**src/rtl/ctrl_opcode_encoder.sv**
```systemverilog
// Re-encodes a decoded RV32I control bundle into its 7-bit opcode and queues
// {illegal, opcode} in a trace FIFO, with sticky overflow and illegal statistics.
module ctrl_opcode_encoder #(
  parameter int DEPTH = 8,
  parameter int CNT_W = 8
) (
  input  logic                     clk,
  input  logic                     reset,
  input  logic                     in_valid,
  output logic                     in_ready,
  input  logic                     ALUSrc,
  input  logic                     MemtoReg,
  input  logic                     RegWrite,
  input  logic                     MemRead,
  input  logic                     MemWrite,
  input  logic [1:0]               ALUOp,
  input  logic                     Branch,
  input  logic                     JSel,
  input  logic                     JalrSel,
  output logic                     out_valid,
  input  logic                     out_ready,
  output logic [6:0]               out_opcode,
  output logic                     out_illegal,
  output logic [$clog2(DEPTH):0]   level,
  output logic                     overflow,
  output logic [CNT_W-1:0]         illegal_count,
  input  logic                     clear_stats
);

  localparam int PTR_W = $clog2(DEPTH);
  localparam int LVL_W = PTR_W + 1;
  localparam logic [LVL_W-1:0] FULL_LEVEL = LVL_W'(DEPTH);

  // Bundle order: {ALUSrc,MemtoReg,RegWrite,MemRead,MemWrite,ALUOp,Branch,JSel,JalrSel}
  localparam logic [9:0] B_R    = 10'b0_0_1_0_0_10_0_0_0;
  localparam logic [9:0] B_I    = 10'b1_0_1_0_0_10_0_0_0;
  localparam logic [9:0] B_LUI  = 10'b1_0_1_0_0_11_0_0_0;
  localparam logic [9:0] B_LW   = 10'b1_1_1_1_0_00_0_0_0;
  localparam logic [9:0] B_SW   = 10'b1_0_0_0_1_00_0_0_0;
  localparam logic [9:0] B_BEQ  = 10'b0_0_0_0_0_01_1_0_0;
  localparam logic [9:0] B_JALR = 10'b0_0_0_0_0_00_0_1_1;
  localparam logic [9:0] B_JAL  = 10'b0_0_0_0_0_00_0_1_0;

  logic [9:0]       bundle;
  logic [6:0]       opcode;
  logic             illegal;
  logic [7:0]       mem [DEPTH];
  logic [PTR_W-1:0] wr_ptr;
  logic [PTR_W-1:0] rd_ptr;
  logic             full;
  logic             empty;
  logic             push;
  logic             pop;

  assign bundle = {ALUSrc, MemtoReg, RegWrite, MemRead, MemWrite, ALUOp, Branch, JSel, JalrSel};

  // NOTE: every variable gets a default before the case so no latch is inferred.
  always_comb begin
    opcode  = 7'b000_0000;
    illegal = 1'b0;
    case (bundle)
      B_R:     opcode = 7'b011_0011;
      B_I:     opcode = 7'b001_0011;
      B_LUI:   opcode = 7'b011_0111;
      B_LW:    opcode = 7'b000_0011;
      B_SW:    opcode = 7'b010_0011;
      B_BEQ:   opcode = 7'b110_0011;
      B_JALR:  opcode = 7'b110_0111;
      B_JAL:   opcode = 7'b110_1111;
      default: illegal = 1'b1;
    endcase
  end

  assign full      = (level == FULL_LEVEL);
  assign empty     = (level == '0);
  assign in_ready  = !full;
  assign out_valid = !empty;
  assign push      = in_valid && !full;
  assign pop       = out_valid && out_ready;

  // NOTE: the storage array has no reset; the head is masked to zero while
  // empty, so stale or uninitialised entries never reach the outputs.
  always_ff @(posedge clk) begin
    if (push) mem[wr_ptr] <= {illegal, opcode};
  end

  assign out_opcode  = empty ? 7'b000_0000 : mem[rd_ptr][6:0];
  assign out_illegal = empty ? 1'b0 : mem[rd_ptr][7];

  // NOTE: sequential state uses non-blocking assignments only, so every
  // register samples pre-edge values regardless of statement order.
  always_ff @(posedge clk or posedge reset) begin
    if (reset) begin
      wr_ptr <= '0;
      rd_ptr <= '0;
      level  <= '0;
    end else begin
      if (push) wr_ptr <= wr_ptr + 1'b1;
      if (pop)  rd_ptr <= rd_ptr + 1'b1;
      case ({push, pop})
        2'b10:   level <= level + 1'b1;
        2'b01:   level <= level - 1'b1;
        default: level <= level;
      endcase
    end
  end

  // clear_stats wins over a same-cycle set or increment.
  always_ff @(posedge clk or posedge reset) begin
    if (reset) begin
      overflow      <= 1'b0;
      illegal_count <= '0;
    end else if (clear_stats) begin
      overflow      <= 1'b0;
      illegal_count <= '0;
    end else begin
      if (in_valid && full) overflow <= 1'b1;
      if (push && illegal && (illegal_count != '1)) illegal_count <= illegal_count + 1'b1;
    end
  end

endmodule

```
**config.mk**
```make
export PLATFORM = sky130hd
export DESIGN_NAME = ctrl_opcode_encoder
export DESIGN_NICKNAME = d
export VERILOG_FILES = /design/src/rtl/ctrl_opcode_encoder.sv
export SDC_FILE = /design/constraint.sdc
export NUM_CORES = 1
export LEC_CHECK = 0
export ABC_AREA = 1
export BUFFER_PORTS_ARGS = -buffer_cell sky130_fd_sc_hd__buf_2
export CORE_MARGIN = 2
export CORE_UTILIZATION = 53
export DETAILED_ROUTE_END_ITERATION = 12
export MAX_ROUTING_LAYER = met4
export PLACE_DENSITY = 0.76
export SLEW_MARGIN = 10
export SYNTH_ARGS = -nofsm -noshare
export SYNTH_HDL_FRONTEND = slang
export SYNTH_SLANG_ARGS = --single-unit
```
**constraint.sdc**
```tcl
create_clock -name clk -period 2.2 [get_ports clk]
set_clock_uncertainty 0.15 [all_clocks]
set_input_delay 0.11 -clock clk [delete_from_list [all_inputs] [get_ports clk]]
set_output_delay 0.11 -clock clk [all_outputs]
set_load 0.03 [all_outputs]
```
==> metrics.csv <==
stage;metric;value;unit
setup_path;CP startpoint kind;register;
route;wl on met1;3.24;mm
setup_path;CP Data Arrival Time;2230;ps
logic_synthesis;Post-Syn Nets;392;
logic_synthesis;Synth Register Bits;75;
route;DR pass1 iterations;4;
final_layout;Non-Filler Instances;518;
worst_hold_path;Hold Path Class;in -> reg;
route;WL/cell;14.8;um
global_routing;first-pass GRT wire length;12.5;mm
setup_path;Worst EP required;2310;ps
setup_path;R2R Path Start;level[0];
power;Pwr Total;5.43;mW
route;post-route ant nets;0;
place;post-detail-place hpwl;5.16;mm
logic_synthesis;cells after synthesis;371;
clocking;clock tree from TritonCTS;done;
route;Max Used Layer;met4;
route;DRT iter0 DRCs;188;
final_layout;Net count, final;454;
power;Psw;2.26;mW
final_layout;number of diodes;0;
floorplan;core area;6680;um2
route;WL final;7.65;mm
sta;# setup viols final;0;
power;Switching Share;41.6;%
route;vias;2728;
setup_path;CP Capture Type;register;
logic_synthesis;post-synth top area share;46.8;%
logic_synthesis;Async S/R FF share, synth;25.3;%
logic_synthesis;largest cells by area after synthesis;edfxtp_1, dfrtp_1, nor2_1, o21ai_0, nand2_1;
global_routing;vias in the first global route;2587;
floorplan;I/O pin total;38;
flow_run;max_cap viols;0;
floorplan;Die ar.;7460;um2
final_layout;share of layout cells above drive strength 1;22.6;%
route;DRC;0;
sta;Worst-Margin Slew;758;ps
logic_synthesis;Top FF cell, synth;edfxtp_1;
logic_synthesis;distinct cell type count after synthesis;27;
setup_path;CP Max Fanout;5;
logic_synthesis;Post-synth EDFFs;56;
logic_synthesis;syn avg cell area;9.69;um2
floorplan;die height;86.4;um
floorplan;Rows;30;
sta;Rel. slew slack;49.4;%
global_routing;aggregate global-route resource usage;22.5;%
logic_synthesis;Mapped Area;3590;um2
logic_synthesis;most frequent cell after synthesis;nor2_1;
final_layout;Layout area overhead;19.5;%
power;LEAKAGE;1.87;nW
outcome;status;finished clean;
power;Clock Power Share;18.6;%
floorplan;Initial Utilization;53.8;%
route;Routed met3 length;395;um
global_routing;initial antenna violation count;0;
route;DR WL met2;3.91;mm
sta;f_max;471;MHz
clocking;CTS sink cnt;75;
place;total cell area at the placement stage;3950;um2
power;sequential share of power;36.5;%
floorplan;Die X;86.4;um
setup_path;Reg2Reg Depth;10;
clocking;Bufs on Longest Clock Path;2;
final_layout;Core Util, Final;64.3;%
power;Pwr Density;1270;nW/um2
setup_path;Critical path origin;level[0];
logic_synthesis;Synth area leader;edfxtp_1;
sta;final slew viol count;0;
logic_synthesis;register area share after synthesis;60.0;%
setup_path;Reg2Reg Setup Slack;80;ps
route;vias per std cell;5.27;
place;Port Buffers;37;
logic_synthesis;yosys warns;0;
power;Pint;3.18;mW
setup_path;crit path capture;level[2];
clocking;H-tree levels;3;
final_layout;post-route cell area;4300;um2
logic_synthesis;most instantiated cells after synthesis;nor2_1, edfxtp_1, nand2_1;
sta;Hold Fails Final Rpt;0;
global_routing;GR Overflow Total;0;
power;Logic pwr share;44.9;%
sta;Final Critical Period;2120;ps
global_routing;largest net degree at the start of global routing;30;
sta;Final period util;96.5;%
place;Placed Instances;486;
sta;final worst slack;77.5;ps
setup_path;worst reg2reg path endpoint;level[2];
final_layout;fill cell count;524;
clocking;worst-skew pair later-pin latency;340;ps
clocking;CTS buffer count;9;
setup_path;Setup CP Type;reg -> reg;
place;worst slack, placed;42.9;ps
place;routability cong.;0.794;
clocking;Worst-path clk slew;80;ps
power;peak supply drop;0.477;mV
clocking;root buf cell;clkbuf_8;
-- worst max-delay path, stage by stage, from the launching register on --
cell	delay, ps
dfrtp_2	440
nor2_4	180
nand3_4	100
nand2_2	90
inv_1	110
ha_4	200
xor2_2	200
ha_2	230
a21oi_2	40
xor2_1	150
o21ai_0	150
-- flip-flops by register name, summed over array words and instances, names as in the netlist --
register,flops
wr_ptr,3
mem,56
rd_ptr,3
overflow,1
level,4
illegal_count,8
-- metal layers --
layer,up-vias,track usage (%)
li1,1374,-
met1,1273,29.5
met2,72,36.4
met3,9,3.43
met4,0,7.39
met5,-,-
-- through the flow --
stage                     hold slack (ps)  TNS (ps)
after global placement                122         0
final                                53.9         0
after CTS                            42.3         0
after global routing                 57.4     -51.6
after detailed placement              133         0
after floorplan                     -89.1         0
-- timing repair --
action | in CTS | in global routing
gates cloned | 0 | 1
pin swaps | 0 | 1
setup endpoints to repair | 5 | 10
hold endpoints to repair | 22 | 0
gates resized for setup | 3 | 17
hold buffers | 5 | 0
setup buffers | 0 | 10
-- worst min path at each step --
stage                startpoint                to  slack (ps)  cells past startpoint
floorplan                 reset  illegal_count[0]         -90                      1
global placement          reset          overflow         120                      2
CTS                     JalrSel         mem[2][3]          40                      2
detailed placement  clear_stats          overflow         130                      2
finish                  JalrSel         mem[4][3]          50                      2
global route            JalrSel         mem[0][3]          60                      2
-- cell usage in the layout (no fill, tap or decap), drive strengths merged --
cell type	netlist	layout
nor2	78	78
edfxtp	56	56
nand2	56	56
buf	9	56
o21ai	45	45
inv	37	36
nand3	28	28
dfrtp	19	19
clkbuf	3	12
nand4	11	11
xor2	10	10
a31oi	7	7
ha	6	6
dlygate4sd3	0	5
clkinvlp	0	3
clkinv	0	3
a21oi	2	2
or2	1	1
xnor2	1	1
nor3	1	1
nand3b	1	1
bufinv	0	1
-- kinds of logic after synthesis --
family          Yosys count  synth area share (%)
xor+xnor                 11                  2.68
compound gates           54                  7.76
simple gates            176                  21.9
flops                    75                  60.0
fa+ha+maj                 6                  2.09
buf+inv                  49                  5.53
-- power groups by stage --
stage	clock network (mW)	registers, mW	logic (mW)
2_1_floorplan	0	2.05	1.53
3_3_place_gp	0	1.99	2.11
3_5_place_dp	0	2.01	2.17
4_1_cts	1.03	1.99	2.20
5_1_grt	1.07	2.01	2.68
6_report	1.01	1.98	2.44
-- area by class of cell --
| type | count | area [um2] | share of cell area (%) |
|---|---|---|---|
| Clock inverter | 5 | 56.3 | 1.31 |
| Tap cell | 80 | 100 | 2.33 |
| Inverter | 37 | 143 | 3.32 |
| Sequential cell | 75 | 2160 | 50.4 |
| Multi-Input combinational cell | 247 | 1290 | 30.0 |
| Timing Repair inverter | 1 | 7.51 | 0.175 |
| Clock buffer | 11 | 131 | 3.06 |
| Timing Repair Buffer | 62 | 405 | 9.44 |
Power figures use the tool's default switching activity.
